===== src/rtl/tone_pkg.sv =====
// Shared tables, FSM encoding and half-period arithmetic for the tone player.
package tone_pkg;

   typedef logic [1:0] state_t;

   localparam state_t S_IDLE = 2'd0;
   localparam state_t S_LOAD = 2'd1;
   localparam state_t S_PLAY = 2'd2;
   localparam state_t S_GAP  = 2'd3;

   localparam int unsigned BASE_W = 11;

   function automatic logic [10:0] preset_lut(input logic [3:0] inx);
      logic [10:0] p;
      case (inx)
         4'd0:    p = 11'h7FF;
         4'd1:    p = 11'h305;
         4'd2:    p = 11'h390;
         4'd3:    p = 11'h40C;
         4'd4:    p = 11'h45C;
         4'd5:    p = 11'h4AD;
         4'd6:    p = 11'h50A;
         4'd7:    p = 11'h55C;
         4'd8:    p = 11'h582;
         4'd9:    p = 11'h5C8;
         4'd10:   p = 11'h606;
         4'd11:   p = 11'h640;
         4'd12:   p = 11'h656;
         4'd13:   p = 11'h684;
         4'd14:   p = 11'h69A;
         default: p = 11'h6C0;
      endcase
      return p;
   endfunction

   // 0 is a rest, 1..7 low octave, 8..14 repeat 1..7, 15 wraps to 1.
   function automatic logic [3:0] code_lut(input logic [3:0] inx);
      logic [3:0] c;
      if (inx == 4'd0)       c = 4'd0;
      else if (inx < 4'd8)   c = inx;
      else if (inx == 4'd15) c = 4'd1;
      else                   c = inx - 4'd7;
      return c;
   endfunction

   function automatic logic [31:0] calc_half_period(input logic [31:0]  preset,
                                                    input logic [7:0]   oct,
                                                    input int unsigned  div_w);
      logic [32:0] n0;
      logic [32:0] n;
      n0 = (33'd1 << div_w) - {1'b0, preset};
      n  = n0 >> oct;
      if (n == 33'd0) n = 33'd1;
      return n[31:0];
   endfunction

endpackage


===== src/rtl/tone_player_if.sv =====
// Note-command handshake between the score sequencer and the tone player.
interface tone_player_if #(
   parameter int unsigned DUR_W = 4,
   parameter int unsigned OCT_W = 2
);
   logic             valid;
   logic             ready;
   logic [3:0]       inx;
   logic [DUR_W-1:0] dur;
   logic [OCT_W-1:0] oct;

   modport master (output valid, inx, dur, oct, input ready);
   modport slave  (input valid, inx, dur, oct, output ready);
endinterface


===== src/rtl/tone_div.sv =====
// Reload divider: toggles the speaker every i_n enabled cycles, cleared to silence.
module tone_div #(
   parameter int unsigned DIV_W = 11
) (
   input  logic             i_clk,
   input  logic             i_rst_n,
   input  logic             i_clr,
   input  logic             i_en,
   input  logic [DIV_W-1:0] i_n,
   output logic             o_spk
);

   logic [DIV_W-1:0] r_cnt;
   logic             r_spk;
   logic             w_wrap;

   assign w_wrap = (r_cnt == i_n - DIV_W'(1));
   assign o_spk  = r_spk;

   // Clear wins over a wrap so end-of-note always silences the output.
   always_ff @(posedge i_clk or negedge i_rst_n) begin
      if (!i_rst_n) begin
         r_cnt <= '0;
         r_spk <= 1'b0;
      end else if (i_clr) begin
         r_cnt <= '0;
         r_spk <= 1'b0;
      end else if (i_en) begin
         if (w_wrap) begin
            r_cnt <= '0;
            r_spk <= ~r_spk;
         end else begin
            r_cnt <= r_cnt + DIV_W'(1);
         end
      end
   end

endmodule


===== src/rtl/tone_player.sv =====
// Note player: captures a command, looks up its preset, plays it for DUR beats.
module tone_player
   import tone_pkg::*;
#(
   parameter int unsigned DIV_W  = 11,
   parameter int unsigned DUR_W  = 4,
   parameter int unsigned OCT_W  = 2,
   parameter int unsigned GAP_EN = 1
) (
   input  logic             i_clk,
   input  logic             i_rst_n,
   input  logic             i_tick,
   tone_player_if.slave     io_cmd,
   output logic             o_spk,
   output logic [DIV_W-1:0] o_to,
   output logic [3:0]       o_code,
   output logic             o_h,
   output logic             o_done
);

   state_t           r_state;
   state_t           w_state_nxt;
   logic [3:0]       r_inx;
   logic [DUR_W-1:0] r_dur;
   logic [OCT_W-1:0] r_oct;
   logic [DUR_W-1:0] r_beats;
   logic [DIV_W-1:0] r_to;
   logic [3:0]       r_code;
   logic             r_h;
   logic [DIV_W-1:0] r_n;
   logic             r_done;

   logic             w_accept;
   logic             w_end;
   logic             w_done_nxt;
   logic [DUR_W-1:0] w_dur_eff;
   logic [DIV_W-1:0] w_to;
   logic             w_div_clr;
   logic             w_div_en;

   // READY stays low through the DONE cycle so it rises one cycle later.
   assign io_cmd.ready = (r_state == S_IDLE) && !r_done;
   assign w_accept     = io_cmd.valid && io_cmd.ready;

   assign w_dur_eff  = (r_dur == '0) ? DUR_W'(1) : r_dur;
   assign w_end      = (r_state == S_PLAY) && i_tick && (r_beats == w_dur_eff - DUR_W'(1));
   assign w_done_nxt = (w_end && (GAP_EN == 0)) || ((r_state == S_GAP) && i_tick);
   assign w_to       = DIV_W'(preset_lut(r_inx)) << (DIV_W - BASE_W);

   assign w_div_clr = (r_state != S_PLAY) || w_end;
   assign w_div_en  = (r_state == S_PLAY) && (r_inx != 4'd0);

   always_comb begin
      w_state_nxt = r_state;
      case (r_state)
         S_IDLE:  if (w_accept) w_state_nxt = S_LOAD;
         S_LOAD:  w_state_nxt = S_PLAY;
         S_PLAY:  if (w_end) w_state_nxt = (GAP_EN != 0) ? S_GAP : S_IDLE;
         S_GAP:   if (i_tick) w_state_nxt = S_IDLE;
         default: w_state_nxt = S_IDLE;
      endcase
   end

   always_ff @(posedge i_clk or negedge i_rst_n) begin
      if (!i_rst_n) begin
         r_state <= S_IDLE;
         r_inx   <= '0;
         r_dur   <= '0;
         r_oct   <= '0;
         r_beats <= '0;
         r_to    <= '1;
         r_code  <= '0;
         r_h     <= 1'b0;
         r_n     <= DIV_W'(1);
         r_done  <= 1'b0;
      end else begin
         r_state <= w_state_nxt;
         r_done  <= w_done_nxt;
         if (w_accept) begin
            r_inx <= io_cmd.inx;
            r_dur <= io_cmd.dur;
            r_oct <= io_cmd.oct;
         end
         if (r_state == S_LOAD) begin
            r_to    <= w_to;
            r_code  <= code_lut(r_inx);
            r_h     <= r_inx[3] | (r_oct != '0);
            r_n     <= DIV_W'(calc_half_period(32'(w_to), 8'(r_oct), DIV_W));
            r_beats <= '0;
         end else if ((r_state == S_PLAY) && i_tick) begin
            r_beats <= r_beats + DUR_W'(1);
         end
      end
   end

   tone_div #(
      .DIV_W (DIV_W)
   ) u_div (
      .i_clk   (i_clk),
      .i_rst_n (i_rst_n),
      .i_clr   (w_div_clr),
      .i_en    (w_div_en),
      .i_n     (r_n),
      .o_spk   (o_spk)
   );

   assign o_to   = r_to;
   assign o_code = r_code;
   assign o_h    = r_h;
   assign o_done = r_done;

endmodule

===== src/flat_wrapper.sv =====
// flat-port wrapper written by rule: the top's interface ports become plain ports
module tone_player_flat import tone_pkg::*;
#(
   parameter int unsigned DIV_W  = 11,
   parameter int unsigned DUR_W  = 4,
   parameter int unsigned OCT_W  = 2,
   parameter int unsigned GAP_EN = 1
)
  (i_clk, i_rst_n, i_tick, o_spk, o_to, o_code, o_h, o_done, io_cmd_valid, io_cmd_inx, io_cmd_dur, io_cmd_oct, io_cmd_ready);
  tone_player_if #(.DUR_W(DUR_W), .OCT_W(OCT_W)) io_cmd_i ();
  input  logic i_clk;
  input  logic i_rst_n;
  input  logic i_tick;
  output logic o_spk;
  output logic [DIV_W-1:0] o_to;
  output logic [3:0] o_code;
  output logic o_h;
  output logic o_done;
  input wire logic [$bits(io_cmd_i.valid)-1:0] io_cmd_valid;
  input wire logic [$bits(io_cmd_i.inx)-1:0] io_cmd_inx;
  input wire logic [$bits(io_cmd_i.dur)-1:0] io_cmd_dur;
  input wire logic [$bits(io_cmd_i.oct)-1:0] io_cmd_oct;
  output wire logic [$bits(io_cmd_i.ready)-1:0] io_cmd_ready;
  assign io_cmd_i.valid = io_cmd_valid;
  assign io_cmd_i.inx = io_cmd_inx;
  assign io_cmd_i.dur = io_cmd_dur;
  assign io_cmd_i.oct = io_cmd_oct;
  assign io_cmd_ready = io_cmd_i.ready;
  tone_player #(.DIV_W(DIV_W), .DUR_W(DUR_W), .OCT_W(OCT_W), .GAP_EN(GAP_EN)) u_core (.i_clk(i_clk), .i_rst_n(i_rst_n), .i_tick(i_tick), .io_cmd(io_cmd_i), .o_spk(o_spk), .o_to(o_to), .o_code(o_code), .o_h(o_h), .o_done(o_done));
endmodule

===== config.mk =====
export PLATFORM = sky130hd
export DESIGN_NAME = tone_player_flat
export DESIGN_NICKNAME = d
export VERILOG_FILES = /design/src/rtl/tone_pkg.sv /design/src/rtl/tone_player_if.sv /design/src/rtl/tone_div.sv /design/src/rtl/tone_player.sv /design/src/flat_wrapper.sv
export SDC_FILE = /design/constraint.sdc
export NUM_CORES = 1
export LEC_CHECK = 0
export CELL_PAD_IN_SITES_DETAIL_PLACEMENT = 0
export CELL_PAD_IN_SITES_GLOBAL_PLACEMENT = 1
export CORE_ASPECT_RATIO = 0.75
export CORE_MARGIN = 4
export CORE_UTILIZATION = 41
export DETAILED_ROUTE_END_ITERATION = 8
export PLACE_DENSITY_LB_ADDON = 0.1
export SYNTH_ARGS = -nofsm -noshare
export SYNTH_HDL_FRONTEND = slang
export SYNTH_HIERARCHICAL = 1
export SYNTH_SLANG_ARGS = --single-unit

===== constraint.sdc =====
create_clock -name i_clk -period 2.8 [get_ports i_clk]
set_input_delay 0.56 -clock i_clk [delete_from_list [all_inputs] [get_ports i_clk]]
set_output_delay 0.56 -clock i_clk [all_outputs]
set_load 0.05 [all_outputs]

==> results.cfg, run 1 <==
[global_route]
grt_pass1_vias = 3160
grt_start_max_net_pins = 25
grt_first_pass_wirelength_mm = 16.6
grt_use_total_pct = 18.5
antenna_found_initial = 0
overflow = 0

[timing]
rsz0062_at_grt = yes
max_freq_mhz = 372
tightest_slew_ns = 0.622
maxSlewViolCount = 0
finalCritPeriodShare_pct = 96.1
layout_min_cycle_time_ns = 2.69
slew_headroom_pct = 57.5
hold_viol = 0
fin_skew_ns = 0.00463
finalSetupViolations = 0

[layout]
syn_to_final_growth_pct = 24.7
final_area_um2 = 4950
multi_input_area_um2 = 2490
final_common_cell = dfrtp_1
layout-drive-gt1-share_pct = 24.9
seqCellArea_um2 = 1420
fill_cells = 884
most-common-layout-cells = dfrtp_1, buf_4, nor2_1, clkdlybuf4s50_1, nand2_1
diodes = 0
nets = 508

[yosys]
synth-async-reset-ratio_pct = 100
synth.yosys.seq_area_share_pct = 35.7
ys_seq_elements = 56
ys.flop_type = dfrtp_1
synthesis.nets = 450
synth_xor_xnor_area_share_pct = 6.40
synth_compound_area_share_pct = 17.4
yosys_warnings = 6
synthAdderAreaFrac_pct = 5.36
synth_edf_count = 0
synth_top_family_by_area = simple AND/OR/NAND/NOR gates
yosys.area_share.simple_pct = 20.3
syn_inst = 419
syn_area_um2 = 3970
synth_cell_types = 81
synthMuxAreaShare_pct = 10.3
synth_area_per_cell_um2 = 9.48

[detailed_routing]
vias = 3360
wl_met2_mm = 3.99
wl_mm = 10.3
wl_met3_um = 471
avgRoutedWirePerCell_um = 16.9
met1Wirelength_mm = 5.74
viasPerCell = 5.54
drc = 0
drt_iter0_markers = 240
firstDrtPassIters = 5
highest_layer = met4
ant_nets = 0

[hold_path]
hold_path.class = in2async

[placement]
numPortBuffers = 32
placed_area_um2 = 4580
gp_congestion = 0.891
dpl.hpwl_mm = 7.71

[floorplanning]
design.core.area_um2 = 9230
die_y_um = 93.2
start_util_pct = 43.0
num_rows = 30
io_pins = 33
dieArea_um2 = 11300
die_w_um = 122

[cts]
cts_sinks = 56
clk_path_buf_depth = 2
worst_skew_pair.late_latency_ns = 0.29
cts_made_buffers = 5
htreeDepth = 2
path_clk_slew_ns = 0.07
cts_tree = built
cts-root-buf = clkbuf_16

[critical_path]
start_kind = register
worstPathRequired_ns = 3.01
path_max_fanout = 8
r2r_slack_ns = 0.11
crit_type = reg2reg
critical_path_arrival_ns = 2.90
worstSetupEndpointType = register

[run]
cap_violations = 0

[power_and_ir_drop]
leakage_nw = 2.07
irDropWorstVdd_mv = 0.685
power.total_mw = 7.04
p_per_area_nw_per_um2 = 1420

[status]
status = complete, no violations
## what timing repair did
| item | CTS | global route |
|---|---|---|
| hold buffers | 0 | 0 |
| setup endpoints to repair | 0 | 8 |
| hold endpoints to repair | 0 | 0 |
| setup buffers | 0 | 11 |
| gates resized for setup | 0 | 22 |
## state kept, by name (all words and copies together), names as in the netlist
register,flops
u_core/r_inx,4
u_core/r_state,2
u_core/o_code,4
u_core/r_dur,4
u_core/r_beats,4
u_core/u_div/o_spk,1
u_core/u_div/r_cnt,11
u_core/r_oct,2
u_core/o_done,1
u_core/r_n,11
u_core/o_h,1
u_core/o_to,11
## power breakdown
group          total [mW]  internal, mW  switching (mW)
sequential           1.53          1.17           0.357
clock               0.764         0.472           0.292
combinational        4.75          2.08            2.66
## cells in the mapped netlist (2+ instances only)
| cell | instances | area share (%) |
|---|---|---|
| o31a_1 | 2 | 0.44 |
| nand2_1 | 27 | 2.6 |
| inv_1 | 19 | 1.8 |
| o211a_1 | 3 | 0.76 |
| a21oi_1 | 24 | 3.0 |
| nand3b_1 | 3 | 0.57 |
| a32o_1 | 2 | 0.50 |
| ha_1 | 17 | 5.4 |
| nor2b_1 | 5 | 0.79 |
| nor4_1 | 3 | 0.47 |
| xor2_1 | 14 | 3.1 |
| mux2_4 | 2 | 0.76 |
| o21a_1 | 3 | 0.57 |
| nand4bb_1 | 2 | 0.57 |
| nor3_1 | 16 | 2.0 |
| a21boi_0 | 3 | 0.57 |
| nor3b_1 | 2 | 0.38 |
| o21ai_1 | 4 | 0.50 |
| nand4_1 | 4 | 0.63 |
| o21ai_0 | 17 | 2.1 |
| nand3_1 | 8 | 1.0 |
| o311ai_0 | 2 | 0.44 |
| o31ai_1 | 4 | 0.76 |
| o211ai_1 | 4 | 0.76 |
| buf_2 | 4 | 0.50 |
| and4b_1 | 2 | 0.50 |
| dfstp_2 | 12 | 7.9 |
| xnor2_1 | 15 | 3.3 |
| a211oi_1 | 4 | 0.76 |
| mux2i_1 | 13 | 3.3 |
| or3_1 | 2 | 0.32 |
| mux2_2 | 21 | 6.0 |
| buf_6 | 2 | 0.57 |
| nor2_1 | 33 | 3.1 |
| o32ai_1 | 2 | 0.44 |
| dfrtp_1 | 44 | 28 |
| clkbuf_1 | 13 | 1.2 |
| nand2b_1 | 9 | 1.4 |
| and3_1 | 6 | 0.95 |
| o31ai_2 | 2 | 0.63 |
| and2_1 | 5 | 0.79 |
## kinds of logic after synthesis
| logic type | after synthesis |
|---|---|
| AO/OA/AOI/OAI | 97 |
| XOR/XNOR | 29 |
| adder cells (fa/ha/maj) | 17 |
| buffers and inverters | 42 |
| flip-flops | 56 |
| multiplexers | 37 |
| AND/OR/NAND/NOR | 141 |
## worst paths after layout
path,end,cells past startpoint,start
worst max-delay path,u_core/r_n[0],11,u_core/r_inx[1]
worst min-delay path,u_core/r_dur[1],1,i_rst_n
worst max register to register,u_core/r_n[0],11,u_core/r_inx[1]
worst min register to register,u_core/o_code[0],2,u_core/o_code[0]
max in group asynchronous,u_core/r_n[0],2,i_rst_n
min in group i_clk,u_core/o_code[0],2,u_core/o_code[0]
## layer usage
metal | track usage (%) | vias up
li1 | - | 1634
met5 | 0 | -
met3 | 3.75 | 4
met1 | 30.1 | 1630
met2 | 24.7 | 92
met4 | 3.45 | 0
## critical path, cell delays in order, from the launching register on
cell,delay [ns]
dfrtp_1,0.42
buf_6,0.15
ha_4,0.16
buf_4,0.16
nand4b_1,0.17
o211a_1,0.20
a211oi_4,0.28
nor3b_4,0.33
xnor2_2,0.15
o21ai_1,0.08
a211o_1,0.30
o31ai_2,0.21
## stage by stage
step | hold WS (ns) | util, % | setup slack, ns | setup TNS (ns) | instances
floorplan | 0.264 | - | 0.00685 | 0 | 419
global placement | 0.474 | 49.6 | 0.0583 | 0 | 587
detailed placement | 0.475 | 49.6 | 0.0478 | 0 | 587
CTS | 0.237 | 51.6 | 0.00839 | 0 | 595
global route | 0.249 | 53.6 | -0.0486 | -0.0846 | 606
finish | 0.221 | 53.6 | 0.110 | 0 | 606
## final cells by class
class	count	area share [%]
multi-input cells	321	50.2
flip-flops and latches	56	28.6
repair buffers	72	12.5
well taps	128	3.24
clock buffers	7	3.08
inverters	21	1.69
clock inverters	1	0.607
Power figures use the tool's default switching activity.
==> run 2: changes to the inputs <==
Settings changed: CTS_CLUSTER_DIAMETER from default to 150, SYNTH_HIERARCHICAL 1 to default.
==> results.cfg, run 2 <==
[critical_path]
r2r_slack_ns = 0.14
cpPeakStageDelay_ns = 0.50
worstSetupEndpointType = register
r2r_start = u_core.r_n[1]
crit_buf_inv = 2
rr_endpoint = u_core.u_div.r_cnt[7]
path_cells = inv_1, ha_2, or3b_2, o21a_1, o31ai_2, a41oi_2, nor4_4, buf_4, o21a_2, nor3b_1
crit_family = simple AND/OR/NAND/NOR gates
crit_slowest_cell = or3b_2
start_kind = register
path_max_fanout = 7
worstPathRequired_ns = 2.99
rr_worst_depth = 10
critical_path_arrival_ns = 2.85
crit_type = reg2reg

[yosys]
syn_inst = 408
syn_area_um2 = 3800
synth-async-reset-ratio_pct = 100
yosys-top-cells-area = dfrtp_1, dfstp_2, mux2_2
ys.flop_type = dfrtp_1
ys_seq_elements = 56
yosys_warnings = 0
synth.yosys.seq_area_share_pct = 37.3
synthesis.nets = 439
yosys-top-cells-count = dfrtp_1, nor2_1, nand2_1
synth_edf_count = 0
synth_area_per_cell_um2 = 9.31
synth_cell_types = 72
yosys.cell_count.top_type = dfrtp_1
yosys.area.top_type = dfrtp_1
synth_top_area_share_pct = 29.0

[layout]
most-common-layout-cells = dfrtp_1, nor2_1, clkdlybuf4s50_1, nand2_1, a21oi_1
diodes = 0
fill_cells = 866
fin_util_pct = 49.8
layout-drive-gt1-share_pct = 18.8
final_common_cell = dfrtp_1
final_area_um2 = 4500
syn_to_final_growth_pct = 18.5
nets = 477

[global_route]
antenna_found_initial = 0
grt_use_total_pct = 17.7
grt_pass1_vias = 3019
overflow = 0
grt_start_max_net_pins = 30
grt_first_pass_wirelength_mm = 15.7

[placement]
numPortBuffers = 32
dpl.hpwl_mm = 6.87
gp_congestion = 0.888
place_ws_ns = 0.114
placed_area_um2 = 4330

[timing]
max_freq_mhz = 376
maxSlewViolCount = 0
fin_ws_ns = 0.140
layout_min_cycle_time_ns = 2.66
fin_skew_ns = 0.00996
hold_viol = 0
finalSetupViolations = 0
tightest_slew_ns = 0.672
finalCritPeriodShare_pct = 95.0
slew_headroom_pct = 55.2

[cts]
htreeDepth = 2
path_clk_slew_ns = 0.08
clk_path_buf_depth = 2
cts_tree = built
ctsHoldBuffers = 0
cts_sinks = 56
cts-root-buf = clkbuf_16
cts_made_buffers = 5
worst_skew_pair.late_latency_ns = 0.30

[detailed_routing]
ant_nets = 0
drc = 0
wl_mm = 9.16
viasPerCell = 5.34
avgRoutedWirePerCell_um = 15.9
vias = 3071
drt_iter0_markers = 223
firstDrtPassIters = 4

[floorplanning]
die_y_um = 91.4
die_w_um = 119
start_util_pct = 42.0
design.core.area_um2 = 9050
num_rows = 30
io_pins = 33
dieArea_um2 = 10900

[power_and_ir_drop]
irDropWorstVdd_mv = 0.559
p_per_area_nw_per_um2 = 1380
leakage_nw = 1.86

[run]
cap_violations = 0

[hold_path]
hold_path.class = in2async

[status]
status = complete, no violations
-- run 2: changes by cell type after synthesis, sizes merged, moves of 5 or more --
cell   change
o21a       +6
nor2       +7
a31oi      +5
mux2       -5
o21ai      -6
xnor2      +5
mux2i      -6
-- run 2: layout make-up --
| cell class | count | area (um2) | share of cell area (%) |
|---|---|---|---|
| Timing Repair Buffer | 52 | 478 | 10.6 |
| Inverter | 22 | 82.6 | 1.83 |
| Clock buffer | 6 | 129 | 2.86 |
| Clock inverter | 2 | 16.3 | 0.361 |
| Tap cell | 128 | 160 | 3.56 |
| Sequential cell | 56 | 1420 | 31.5 |
| Multi-Input combinational cell | 309 | 2220 | 49.3 |
-- run 2: what timing repair did --
action                                  4_1_cts  5_1_grt
buffers inserted                              0        3
gates resized for setup                       0        3
endpoints found under the setup margin        0       14
-- run 2: cell families (layout without fill, tap and decap cells) --
family | after synthesis | after routing | synth area share, %
DFF | 56 | 56 | 37.3
muxes | 28 | 28 | 8.66
buffers and inverters | 43 | 82 | 4.45
xor gates and xnor gates | 30 | 30 | 7.31
adders and majority gates | 17 | 17 | 5.60
AOI/OAI and AO/OA | 94 | 94 | 17.2
and+or+nand+nor | 140 | 140 | 19.5
-- run 2: power by group --
part	switching (mW)	internal [mW]
Clock	0.312	0.335
Combinational	2.28	1.74
Sequential	0.389	1.17
Total	2.98	3.24
-- run 2: per-stage QoR --
stage | TNS, ns | hold WS [ns] | instances | power, mW
3_3_place_gp | 0 | 0.454 | 564 | 5.48
3_5_place_dp | 0 | 0.462 | 564 | 5.50
6_report | 0 | 0.291 | 575 | 6.23
5_1_grt | -0.0376 | 0.342 | 575 | 6.78
2_1_floorplan | 0 | 0.264 | 408 | 4.39
4_1_cts | 0 | 0.320 | 572 | 6.19
-- run 2: worst max-delay path by stage --
stage                     from                     end  depth (start not counted)
4_1_cts          u_core.r_n[1]      u_core.u_div.o_spk                          9
6_report         u_core.r_n[1]   u_core.u_div.r_cnt[7]                         10
3_3_place_gp     u_core.r_n[1]  u_core.u_div.r_cnt[10]                          9
5_1_grt        u_core.r_inx[1]           u_core.r_n[0]                         10
2_1_floorplan  u_core.r_inx[0]           u_core.r_n[3]                         11
3_5_place_dp     u_core.r_n[1]   u_core.u_div.r_cnt[7]                          9
-- run 2: per-layer routing --
layer | wire length (um) | track usage [%]
met3 | 372 | 3.05
met4 | 85 | 3.66
met2 | 3990 | 26.7
met1 | 4720 | 26.4
met5 | 0 | 0
==> run 3: changes to the inputs <==
Settings changed: ABC_AREA from default to 1, CORE_UTILIZATION 41 to 38.
==> results.cfg, run 3 <==
[yosys]
yosys_warnings = 0
synth_area_per_cell_um2 = 7.25
yosys-top-cells-area = dfrtp_1, nand2_1, dfstp_2
syn_area_um2 = 3600
yosys-top-cells-count = nand2_1, nor2_1, inv_1
synth_top_area_share_pct = 30.5
ys.flop_type = dfrtp_1
yosys.area.top_type = dfrtp_1
synth-async-reset-ratio_pct = 100
synthesis.nets = 528
synth.yosys.seq_area_share_pct = 39.3
synth_edf_count = 0
syn_inst = 497
synth_cell_types = 34
ys_seq_elements = 56
yosys.cell_count.top_type = nand2_1

[power_and_ir_drop]
p_per_area_nw_per_um2 = 1360
irDropWorstVdd_mv = 0.614
leakage_nw = 2.04
power.total_mw = 5.81

[global_route]
grt_pass1_vias = 3114
overflow = 0
antenna_found_initial = 0
grt_first_pass_wirelength_mm = 15.2
grt_use_total_pct = 17.1
grt_start_max_net_pins = 34

[detailed_routing]
wl_mm = 8.86
vias = 3200
drt_iter0_markers = 198
ant_nets = 0
viasPerCell = 4.86
firstDrtPassIters = 5
drc = 0
avgRoutedWirePerCell_um = 13.5

[critical_path]
path_max_fanout = 4
crit_type = reg2out
r2r_start = u_core.r_inx[0]
worstPathRequired_ns = 2.24
start_kind = register
worstSetupEndpointType = output port
rr_worst_depth = 17
crit_start = u_core.r_state[0]
critical_path_arrival_ns = 2.00

[cts]
worst_skew_pair.late_latency_ns = 0.30
path_clk_slew_ns = 0.08
clk_path_buf_depth = 2
cts_tree = built
cts_made_buffers = 5
cts_sinks = 56
cts-root-buf = clkbuf_16
htreeDepth = 2

[layout]
nets = 560
seqCellArea_um2 = 1420
fill_cells = 970
layout-drive-gt1-share_pct = 8.30
syn_to_final_growth_pct = 18.3
diodes = 0
most-common-layout-cells = nand2_1, nor2_1, inv_1, nand3_1, dfrtp_1
multi_input_area_um2 = 1920
final_common_cell = nand2_1
fin_util_pct = 46.6

[floorplanning]
design.core.area_um2 = 9160
num_rows = 30
die_w_um = 120
die_y_um = 92.3
dieArea_um2 = 11100
io_pins = 33
start_util_pct = 39.4

[run]
cap_violations = 0

[hold_path]
hold_path.class = in2async

[timing]
rsz0062_at_grt = no
slew_headroom_pct = 49.3
whs_ns = 0.325
fin_setup_tns_ns = 0
tightest_slew_ns = 0.760
finalCritPeriodShare_pct = 91.3
finalSetupViolations = 0
fin_skew_ns = 0.00774
maxSlewViolCount = 0
hold_viol = 0
max_freq_mhz = 391
layout_min_cycle_time_ns = 2.56

[status]
status = complete, no violations

[placement]
gp_congestion = 0.881
dpl.hpwl_mm = 6.78
numPortBuffers = 32
## run 3: cell types whose count changed in the layout (fill, tap and decap cells not counted), moves of 12 or more
| cell | before | now |
|---|---|---|
| inv_1 | 19 | 49 |
| buf_4 | 19 | 7 |
| nor2_1 | 40 | 54 |
| nand2_1 | 29 | 143 |
| mux2_2 | 19 | 0 |
| a21oi_1 | 26 | 9 |
| o21ai_0 | 11 | 37 |
| nand3_1 | 9 | 44 |
## run 3: cell type report
cell class	count	area share, %
well taps	128	3.75
clock inverters	2	0.909
multi-input cells	373	45.1
inverters	53	4.66
repair buffers	40	9.09
clock buffers	6	3.26
flip-flops and latches	56	33.2
## run 3: worst max-delay path, cell delays in order, from the launching register on
cell	delay, ns
dfrtp_1	0.41
inv_1	0.14
ha_1	0.16
inv_1	0.05
nor2_1	0.12
clkdlybuf4s50_1	0.82
## run 3: metal layers
| layer | share of wire, % | vias up | track usage [%] |
|---|---|---|---|
| met5 | 0 | - | 0 |
| met4 | 1.2 | 0 | 4.62 |
| met3 | 4.0 | 9 | 3.24 |
| met2 | 43 | 58 | 26.1 |
| met1 | 51 | 1482 | 24.7 |
| li1 | - | 1651 | - |
## run 3: cells by family (layout without fill, tap and decap cells)
logic type | count (synthesis) | count (layout) | synth area share [%]
AO/OA/AOI/OAI | 60 | 60 | 9.30
AND/OR/NAND/NOR | 268 | 268 | 31.0
flip-flops | 56 | 56 | 39.3
adder cells (fa/ha/maj) | 17 | 17 | 5.90
buffers and inverters | 68 | 101 | 7.67
XOR/XNOR | 28 | 28 | 6.80
## run 3: stage by stage
stage / setup slack [ns] / area (um2) / cells
6_report: 0.245 / 4270 / 658
5_1_grt: 0.00705 / 4270 / 658
4_1_cts: 0.182 / 4250 / 657
3_5_place_dp: 0.204 / 4070 / 649
3_3_place_gp: 0.246 / 4070 / 649
2_1_floorplan: 0.564 / 3600 / 497
## run 3: final timing paths
check                             endpoint  slack (ns)
min in group i_clk          u_core.o_to[9]        0.47
max                           io_cmd_ready        0.24
min                        u_core.r_dur[3]        0.33
max in group asynchronous   u_core.o_to[6]        1.80
min reg2reg                 u_core.o_to[9]        0.47
max reg2reg                  u_core.r_n[0]        0.26
## run 3: what timing repair did
item | CTS | global route
resized for setup | 0 | 3
hold buffers | 0 | 0
endpoints found under the hold margin | 0 | 0
buffers inserted | 0 | 1
setup endpoints to repair | 0 | 3
## run 3: power by group
part	internal (mW)	total [mW]	switching, mW
clock	0.449	0.759	0.310
combinational	1.22	3.56	2.34
sequential	1.18	1.50	0.317
